File: config.mk
export PLATFORM = sky130hd
export DESIGN_NAME = atm_multi_account_ctrl_flat
export DESIGN_NICKNAME = d
export VERILOG_FILES = /design/src/rtl/atm_multi_account_ctrl_pkg.sv /design/src/rtl/atm_multi_account_ctrl_if.sv /design/src/rtl/atm_multi_account_ctrl_bank.sv /design/src/rtl/atm_multi_account_ctrl.sv /design/src/flat_wrapper.sv
export SDC_FILE = /design/constraint.sdc
export NUM_CORES = 1
export LEC_CHECK = 0
export CELL_PAD_IN_SITES_DETAIL_PLACEMENT = 1
export CELL_PAD_IN_SITES_GLOBAL_PLACEMENT = 1
export CORE_UTILIZATION = 46
export DETAILED_ROUTE_END_ITERATION = 10
export MAX_ROUTING_LAYER = met4
export PLACE_DENSITY = 0.88
export SKIP_CTS_REPAIR_TIMING = 1
export SLEW_MARGIN = 0
export SYNTH_ARGS = -nofsm -noshare
export SYNTH_HDL_FRONTEND = slang
export SYNTH_HIERARCHICAL = 1
export SYNTH_SLANG_ARGS = --single-unit
File: constraint.sdc
create_clock -name clk -period 4.8 [get_ports clk]
set_input_delay 1.2 -clock clk [delete_from_list [all_inputs] [get_ports clk]]
set_output_delay 1.2 -clock clk [all_outputs]
set_load 0.01 [all_outputs]
File: src/rtl/atm_multi_account_ctrl_pkg.sv
// Shared encodings for the multi-account ATM controller: FSM states,
// error codes and menu operation codes.
package atm_multi_account_ctrl_pkg;

  typedef enum logic [2:0] {
    S_IDLE  = 3'd0,
    S_LANG  = 3'd1,
    S_PIN   = 3'd2,
    S_MENU  = 3'd3,
    S_WD    = 3'd4,
    S_DEP   = 3'd5,
    S_BAL   = 3'd6,
    S_EJECT = 3'd7
  } state_e;

  typedef enum logic [1:0] {
    ERR_NONE  = 2'd0,
    ERR_PIN   = 2'd1,
    ERR_FUNDS = 2'd2,
    ERR_LOCK  = 2'd3   // also used for deposit saturation
  } err_e;

  localparam logic [1:0] OP_WD   = 2'd0;
  localparam logic [1:0] OP_DEP  = 2'd1;
  localparam logic [1:0] OP_BAL  = 2'd2;
  localparam logic [1:0] OP_EXIT = 2'd3;

endpackage

File: src/rtl/atm_multi_account_ctrl_if.sv
// Front-end <-> controller bundle: card/keypad requests in, display status out.
interface atm_multi_account_ctrl_if #(
  parameter int NUM_ACCTS = 4,
  parameter int BAL_W     = 8,
  parameter int AMT_W     = 6,
  parameter int PIN_W     = 4
);
  localparam int AW = (NUM_ACCTS > 1) ? $clog2(NUM_ACCTS) : 1;

  logic             card_in;
  logic [AW-1:0]    acct_id;
  logic             lang_sel;
  logic [PIN_W-1:0] pin;
  logic             pin_valid;
  logic [1:0]       op;
  logic             op_valid;
  logic [AMT_W-1:0] amount;
  logic             go_main;
  logic [BAL_W-1:0] cur_balance;
  logic [BAL_W-1:0] final_balance;
  logic [2:0]       state_o;
  logic [1:0]       err_o;
  logic             op_done;
  logic             card_eject;

  // front end side
  modport master (
    output card_in, acct_id, lang_sel, pin, pin_valid, op, op_valid, amount, go_main,
    input  cur_balance, final_balance, state_o, err_o, op_done, card_eject
  );

  // controller side
  modport slave (
    input  card_in, acct_id, lang_sel, pin, pin_valid, op, op_valid, amount, go_main,
    output cur_balance, final_balance, state_o, err_o, op_done, card_eject
  );
endinterface

File: src/rtl/atm_multi_account_ctrl_bank.sv
// Per-account storage: balance, PIN, wrong-PIN try counter and lock bit.
// One combinational read port, one write port (balance/tries/lock), lock
// bits of every account exported so a card can be screened before latching.
module atm_account_bank #(
  parameter int               NUM_ACCTS   = 4,
  parameter int               BAL_W       = 8,
  parameter int               PIN_W       = 4,
  parameter int               TRW         = 2,
  parameter logic [PIN_W-1:0] DEFAULT_PIN = 'hD,
  parameter logic [BAL_W-1:0] INIT_BAL    = 'd100,
  localparam int              AW          = (NUM_ACCTS > 1) ? $clog2(NUM_ACCTS) : 1
) (
  input  logic                 clk,
  input  logic                 rst,
  input  logic [AW-1:0]        rd_idx,
  output logic [BAL_W-1:0]     rd_bal,
  output logic [PIN_W-1:0]     rd_pin,
  output logic [TRW-1:0]       rd_tries,
  output logic [NUM_ACCTS-1:0] locked,
  input  logic                 wr_en,
  input  logic [AW-1:0]        wr_idx,
  input  logic [BAL_W-1:0]     wr_bal,
  input  logic [TRW-1:0]       wr_tries,
  input  logic                 wr_lock
);
  logic [NUM_ACCTS-1:0][BAL_W-1:0] bal_q;
  logic [NUM_ACCTS-1:0][PIN_W-1:0] pin_q;
  logic [NUM_ACCTS-1:0][TRW-1:0]   tries_q;
  logic [NUM_ACCTS-1:0]            lock_q;

  // account array: reset to defaults, single indexed write
  always_ff @(posedge clk or posedge rst) begin
    if (rst) begin
      for (int i = 0; i < NUM_ACCTS; i++) begin
        bal_q[i]   <= INIT_BAL;
        pin_q[i]   <= DEFAULT_PIN;
        tries_q[i] <= '0;
        lock_q[i]  <= 1'b0;
      end
    end else if (wr_en) begin
      bal_q[wr_idx]   <= wr_bal;
      tries_q[wr_idx] <= wr_tries;
      lock_q[wr_idx]  <= wr_lock;
    end
  end

  assign rd_bal   = bal_q[rd_idx];
  assign rd_pin   = pin_q[rd_idx];
  assign rd_tries = tries_q[rd_idx];
  assign locked   = lock_q;

endmodule

File: src/rtl/atm_multi_account_ctrl.sv
// ATM session controller for NUM_ACCTS accounts: language/PIN/menu flow,
// wrong-PIN lockout, inactivity timeout, withdraw with funds check and
// saturating deposit. Account state lives in atm_account_bank.
module atm_multi_account_ctrl
  import atm_multi_account_ctrl_pkg::*;
#(
  parameter int               NUM_ACCTS   = 4,
  parameter int               BAL_W       = 8,
  parameter int               AMT_W       = 6,
  parameter int               PIN_W       = 4,
  parameter logic [PIN_W-1:0] DEFAULT_PIN = 'hD,
  parameter logic [BAL_W-1:0] INIT_BAL    = 'd100,
  parameter int               MAX_TRIES   = 3,
  parameter int               TIMEOUT_CYC = 64
) (
  input  logic                   clk,
  input  logic                   rst,
  atm_multi_account_ctrl_if.slave bus
);
  localparam int AW  = (NUM_ACCTS > 1) ? $clog2(NUM_ACCTS) : 1;
  localparam int TRW = $clog2(MAX_TRIES + 1);
  localparam int TW  = $clog2(TIMEOUT_CYC + 1);

  state_e             state_q, state_n;
  err_e               err_q, err_n;
  logic [AW-1:0]      acct_q, acct_n;
  logic [TW-1:0]      tmo_q, tmo_n;
  logic               done_q, done_n;
  logic [BAL_W-1:0]   fb_q, fb_n;

  logic [BAL_W-1:0]     rd_bal, wr_bal, amt_ext;
  logic [PIN_W-1:0]     rd_pin;
  logic [TRW-1:0]       rd_tries, wr_tries;
  logic [NUM_ACCTS-1:0] locked;
  logic                 wr_en, wr_lock;
  logic [BAL_W:0]       sum;
  logic                 any_vld, session, tmo_hit;

  atm_account_bank #(
    .NUM_ACCTS(NUM_ACCTS), .BAL_W(BAL_W), .PIN_W(PIN_W), .TRW(TRW),
    .DEFAULT_PIN(DEFAULT_PIN), .INIT_BAL(INIT_BAL)
  ) u_bank (
    .clk(clk), .rst(rst),
    .rd_idx(acct_q), .rd_bal(rd_bal), .rd_pin(rd_pin), .rd_tries(rd_tries),
    .locked(locked),
    .wr_en(wr_en), .wr_idx(acct_q), .wr_bal(wr_bal), .wr_tries(wr_tries),
    .wr_lock(wr_lock)
  );

  assign amt_ext = BAL_W'(bus.amount);
  assign sum     = (BAL_W+1)'(rd_bal) + (BAL_W+1)'(bus.amount);
  assign any_vld = bus.lang_sel | bus.pin_valid | bus.op_valid | bus.go_main;
  assign session = state_q inside {S_LANG, S_PIN, S_MENU, S_WD, S_DEP, S_BAL};
  // the TIMEOUT_CYC-th idle cycle in a session state forces eject
  assign tmo_hit = session && (tmo_q == TW'(TIMEOUT_CYC - 1));

  // session registers
  always_ff @(posedge clk or posedge rst) begin
    if (rst) begin
      state_q <= S_IDLE;
      err_q   <= ERR_NONE;
      acct_q  <= '0;
      tmo_q   <= '0;
      done_q  <= 1'b0;
      fb_q    <= '0;
    end else begin
      state_q <= state_n;
      err_q   <= err_n;
      acct_q  <= acct_n;
      tmo_q   <= tmo_n;
      done_q  <= done_n;
      fb_q    <= fb_n;
    end
  end

  // next state, error, commit and bank write
  always_comb begin
    state_n  = state_q;
    err_n    = any_vld ? ERR_NONE : err_q;
    acct_n   = acct_q;
    done_n   = 1'b0;
    fb_n     = fb_q;
    wr_en    = 1'b0;
    wr_bal   = rd_bal;
    wr_tries = rd_tries;
    wr_lock  = locked[acct_q];

    if (session && !bus.card_in) begin
      state_n = S_EJECT;                        // card pulled: abort, no commit
    end else if (tmo_hit) begin
      state_n = S_EJECT;
    end else begin
      unique case (state_q)
        S_IDLE: if (bus.card_in) begin
          acct_n = bus.acct_id;
          if (locked[bus.acct_id]) begin
            state_n = S_EJECT;
            err_n   = ERR_LOCK;
          end else begin
            state_n = S_LANG;
          end
        end
        S_LANG: if (bus.lang_sel) state_n = S_PIN;
        S_PIN: if (bus.pin_valid) begin
          wr_en = 1'b1;
          if (bus.pin == rd_pin) begin
            wr_tries = '0;
            state_n  = S_MENU;
            err_n    = ERR_NONE;
          end else if (rd_tries == TRW'(MAX_TRIES - 1)) begin
            wr_tries = rd_tries + TRW'(1);
            wr_lock  = 1'b1;
            state_n  = S_EJECT;
            err_n    = ERR_LOCK;
          end else begin
            wr_tries = rd_tries + TRW'(1);
            err_n    = ERR_PIN;
          end
        end
        S_MENU: if (bus.op_valid) begin
          unique case (bus.op)
            OP_WD:   state_n = S_WD;
            OP_DEP:  state_n = S_DEP;
            OP_BAL:  state_n = S_BAL;
            default: state_n = S_EJECT;
          endcase
        end
        S_WD: if (bus.go_main) begin
          state_n = S_MENU;
          err_n   = ERR_NONE;
        end else if (bus.op_valid) begin
          if (amt_ext <= rd_bal) begin
            wr_en   = 1'b1;
            wr_bal  = rd_bal - amt_ext;
            fb_n    = rd_bal - amt_ext;
            done_n  = 1'b1;
            state_n = S_MENU;
            err_n   = ERR_NONE;
          end else begin
            err_n = ERR_FUNDS;
          end
        end
        S_DEP: if (bus.go_main) begin
          state_n = S_MENU;
          err_n   = ERR_NONE;
        end else if (bus.op_valid) begin
          wr_en   = 1'b1;
          wr_bal  = sum[BAL_W] ? '1 : sum[BAL_W-1:0];
          fb_n    = sum[BAL_W] ? '1 : sum[BAL_W-1:0];
          done_n  = 1'b1;
          state_n = S_MENU;
          err_n   = sum[BAL_W] ? ERR_LOCK : ERR_NONE;
        end
        S_BAL: begin
          fb_n    = rd_bal;
          done_n  = 1'b1;
          state_n = S_MENU;
          err_n   = ERR_NONE;
        end
        S_EJECT: if (!bus.card_in) begin
          state_n = S_IDLE;
          err_n   = ERR_NONE;
        end
        default: state_n = S_IDLE;
      endcase
    end

    // idle counter restarts on activity or any state change
    if (any_vld || state_n != state_q || !session) tmo_n = '0;
    else                                          tmo_n = tmo_q + TW'(1);
  end

  assign bus.cur_balance   = rd_bal;
  assign bus.final_balance = fb_q;
  assign bus.state_o       = state_q;
  assign bus.err_o         = err_q;
  assign bus.op_done       = done_q;
  assign bus.card_eject    = (state_q == S_EJECT);

endmodule
File: src/flat_wrapper.sv
// flat-port wrapper written by rule: the top's interface ports become plain ports
module atm_multi_account_ctrl_flat import atm_multi_account_ctrl_pkg::*;
#(
  parameter int               NUM_ACCTS   = 4,
  parameter int               BAL_W       = 8,
  parameter int               AMT_W       = 6,
  parameter int               PIN_W       = 4,
  parameter logic [PIN_W-1:0] DEFAULT_PIN = 'hD,
  parameter logic [BAL_W-1:0] INIT_BAL    = 'd100,
  parameter int               MAX_TRIES   = 3,
  parameter int               TIMEOUT_CYC = 64
)
  (clk, rst, bus_card_in, bus_acct_id, bus_lang_sel, bus_pin, bus_pin_valid, bus_op, bus_op_valid, bus_amount, bus_go_main, bus_cur_balance, bus_final_balance, bus_state_o, bus_err_o, bus_op_done, bus_card_eject);
  atm_multi_account_ctrl_if #(.NUM_ACCTS(NUM_ACCTS), .BAL_W(BAL_W), .AMT_W(AMT_W), .PIN_W(PIN_W)) bus_i ();
  input  logic clk;
  input  logic rst;
  input wire logic [$bits(bus_i.card_in)-1:0] bus_card_in;
  input wire logic [$bits(bus_i.acct_id)-1:0] bus_acct_id;
  input wire logic [$bits(bus_i.lang_sel)-1:0] bus_lang_sel;
  input wire logic [$bits(bus_i.pin)-1:0] bus_pin;
  input wire logic [$bits(bus_i.pin_valid)-1:0] bus_pin_valid;
  input wire logic [$bits(bus_i.op)-1:0] bus_op;
  input wire logic [$bits(bus_i.op_valid)-1:0] bus_op_valid;
  input wire logic [$bits(bus_i.amount)-1:0] bus_amount;
  input wire logic [$bits(bus_i.go_main)-1:0] bus_go_main;
  output wire logic [$bits(bus_i.cur_balance)-1:0] bus_cur_balance;
  output wire logic [$bits(bus_i.final_balance)-1:0] bus_final_balance;
  output wire logic [$bits(bus_i.state_o)-1:0] bus_state_o;
  output wire logic [$bits(bus_i.err_o)-1:0] bus_err_o;
  output wire logic [$bits(bus_i.op_done)-1:0] bus_op_done;
  output wire logic [$bits(bus_i.card_eject)-1:0] bus_card_eject;
  assign bus_i.card_in = bus_card_in;
  assign bus_i.acct_id = bus_acct_id;
  assign bus_i.lang_sel = bus_lang_sel;
  assign bus_i.pin = bus_pin;
  assign bus_i.pin_valid = bus_pin_valid;
  assign bus_i.op = bus_op;
  assign bus_i.op_valid = bus_op_valid;
  assign bus_i.amount = bus_amount;
  assign bus_i.go_main = bus_go_main;
  assign bus_cur_balance = bus_i.cur_balance;
  assign bus_final_balance = bus_i.final_balance;
  assign bus_state_o = bus_i.state_o;
  assign bus_err_o = bus_i.err_o;
  assign bus_op_done = bus_i.op_done;
  assign bus_card_eject = bus_i.card_eject;
  atm_multi_account_ctrl #(.NUM_ACCTS(NUM_ACCTS), .BAL_W(BAL_W), .AMT_W(AMT_W), .PIN_W(PIN_W), .DEFAULT_PIN(DEFAULT_PIN), .INIT_BAL(INIT_BAL), .MAX_TRIES(MAX_TRIES), .TIMEOUT_CYC(TIMEOUT_CYC)) u_core (.clk(clk), .rst(rst), .bus(bus_i));
endmodule
==> flow_summary.ini <==
[run_status]
status = finished clean

[placed_design]
place.gp.congestion = 0.915
hpwl_microns = 9820
place_inst = 621
port_buffers = 43

[synth]
synth_edf_count = 0
synth_warnings = 38
synthArstFlopShare_pct = 100
synth_flop_cell = dfrtp_1
synth.distinct_cells = 64
yosys_register_bits = 67
synth_common_cells = 55 x dfrtp_1, 40 x nor2_1, 32 x nand2_1
synth_top_area_share_pct = 29.2
syn_area_per_cell_sq_um = 10.1
synth-seq-area-share_pct = 35.9
yosys-top-cells-area = dfrtp_1 29%, mux2_4 9.5%, dfstp_2 6.7%
synthCells = 466
yosysMostFrequentCell = dfrtp_1
synthesis.area_sq_mm = 0.00472
synth_top_cell_by_area = dfrtp_1

[die]
rows = 36
die_w_microns = 103
io_pins = 44
start_util_pct = 47.8
dieArea_sq_mm = 0.0107
die_y_microns = 103
core_area_sq_mm = 0.00986

[routing]
antenna_left = 0
drt-initial-drc-count = 259
drcViolationCount = 0
drtPass1Iterations = 7
via_count = 4001
avgRoutedWirePerCell_microns = 21.9
drt-vias-per-instance = 6.28
drt_wl_total_microns = 13900

[timing]
fmax_ghz = 0.224
max_slew.worst_pin.slew_ns = 1.03
holdWs_ns = 0.469
post-route-period-util_pct = 92.8
final.min_clock_period_ns = 4.46
setup_viol = 0
hold_violations = 0
rsz0062_at_grt = false
fin_skew_ns = 0.0105
relSlewSlack_pct = 30.9
final_max_slew_viol_count = 0
tns_ns = 0

[flow_run]
max_cap_viol_count = 0

[global_routing]
grt_antenna_before_repair = 0
grt_max_degree = 45
track_usage_pct = 29.3
grt_pass1_wl_microns = 22500
overflow = 0
grt_pass1_vias = 4138

[layout]
regArea_sq_mm = 0.00169
drive_gt1_share_pct = 20.6
fillers = 1075
syn_to_final_growth_pct = 14.5
antennaDiodeCount = 0
finalNetCount = 536
final_util_pct = 54.8
final_cell_count_no_fill = 637
multiInputGateArea_sq_mm = 0.00277

[pwr]
power_density_mw_per_mm2 = 376
leakage_nw = 2.31
vdd_ir_drop_max_mv = 0.227

[setup_path]
end_kind = flop
worstSetupPathType = reg2reg
cp.required_ns = 5.03
start_kind = flop
crit_fanout = 11
cp.arrival_ns = 4.69

[clock_network]
cts_inserted_buffers = 9
tritoncts = built
clock_path_buffers = 2
cts_root_buf = clkbuf_8
clk_pin_slew_ns = 0.08
htreeDepth = 3
insertion_delay_ns = 0.35
clock-sinks = 67

[worst_hold_path]
worstHoldPathType = reg2reg
[metal layers]
layer  part of all wire, %  vias up  global-route usage, %
met1                    42     2041                   36.6
li1                      -     1761                      -
met2                    49      157                   47.7
met5                     0        -                      -
met4                   2.6        0                   12.9
met3                   6.1       42                   4.03
[cell families (layout without fill, tap and decap cells)]
logic type | Yosys count | after routing | synth area share (%)
AND/OR/NAND/NOR | 126 | 126 | 13.2
AO/OA/AOI/OAI | 124 | 124 | 17.6
flip-flops | 67 | 67 | 35.9
multiplexers | 62 | 62 | 20.0
buffers and inverters | 54 | 89 | 5.78
adder cells (fa/ha/maj) | 16 | 16 | 4.56
XOR/XNOR | 16 | 16 | 2.97
other | 1 | 4 | 0.0795
[power by group]
part / leakage [nW] / internal [mW] / total, mW / switching [mW]
Clock: 0.0998 / 0.270 / 0.502 / 0.232
Combinational: 1.35 / 0.341 / 0.731 / 0.390
Sequential: 0.852 / 0.629 / 0.796 / 0.167
[area by class of cell]
class	instances	share of cell area (%)
timing repair buffer	51	9.08
tap	133	3.08
inverter	22	1.53
sequential	67	31.3
clock buffer	13	2.94
multi-input combinational	348	51.2
clock inverter	3	0.857
[state kept, by name, indices dropped and copies added, names as in the netlist]
signal                    cells
u_core/acct_q                 2
u_core/bus.err_o              2
u_core/bus.final_balance      8
u_core/bus.op_done            1
u_core/bus.state_o            3
u_core/tmo_q                  7
u_core/u_bank/bal_q          32
u_core/u_bank/locked          4
u_core/u_bank/tries_q         8
[stage by stage]
step                setup slack [ns]  total power, mW  area [sq um]
finish                         0.344             2.03          5400
global route                  0.0611             2.13          5400
detailed placement             0.215             1.51          5200
CTS                            0.382             2.03          5400
floorplan                       1.10             1.24          4730
global placement               0.377             1.49          5200
[critical path, cell delays in order (launching register included)]
cell and delay [ns]:
dfrtp_1 0.77, mux4_2 0.71, ha_1 0.53, nand2_2 0.11, o32ai_2 0.42, o2111ai_1 0.23
a21o_1 0.24, a211oi_1 0.48, nor3b_2 0.26, buf_4 0.23, mux2_2 0.36
[cell usage in the layout (no fill, tap or decap), types with 4 or more instances in the layout]
master,Yosys,routed
o211ai_1,4,4
nand3b_1,5,5
mux2_4,30,30
buf_4,11,8
a21o_1,4,4
o21ai_0,31,31
clkbuf_8,0,11
dfrtp_1,55,55
a31oi_1,9,9
mux4_2,12,12
nor2_1,40,40
o221ai_1,4,4
nand2_1,32,32
conb_1,1,4
and2_1,5,5
nand3_1,11,11
mux2_2,17,17
a21oi_1,27,27
nor2b_1,5,5
nor3_1,7,7
xnor2_1,13,13
dfstp_2,12,12
clkdlybuf4s50_1,0,43
o21a_1,4,4
a22oi_1,5,5
a211oi_1,4,4
ha_1,14,14
inv_1,20,20
[path summary, 6_finish.rpt]
check / end / slack [ns] / cells past startpoint / startpoint
setup / recovery: u_core/u_bank/bal_q[7] / 0.34 / 10 / u_core/acct_q[0]
hold / removal: u_core/tmo_q[0] / 0.47 / 1 / u_core/tmo_q[0]
setup reg to reg: u_core/u_bank/bal_q[7] / 0.34 / 10 / u_core/acct_q[0]
hold reg to reg: u_core/tmo_q[0] / 0.47 / 1 / u_core/tmo_q[0]
max in group asynchronous: u_core/bus.final_balance[4] / 2.86 / 2 / rst
min in group asynchronous: u_core/u_bank/locked[1] / 1.30 / 3 / rst
No activity file was read; power rests on OpenSTA's default activity.
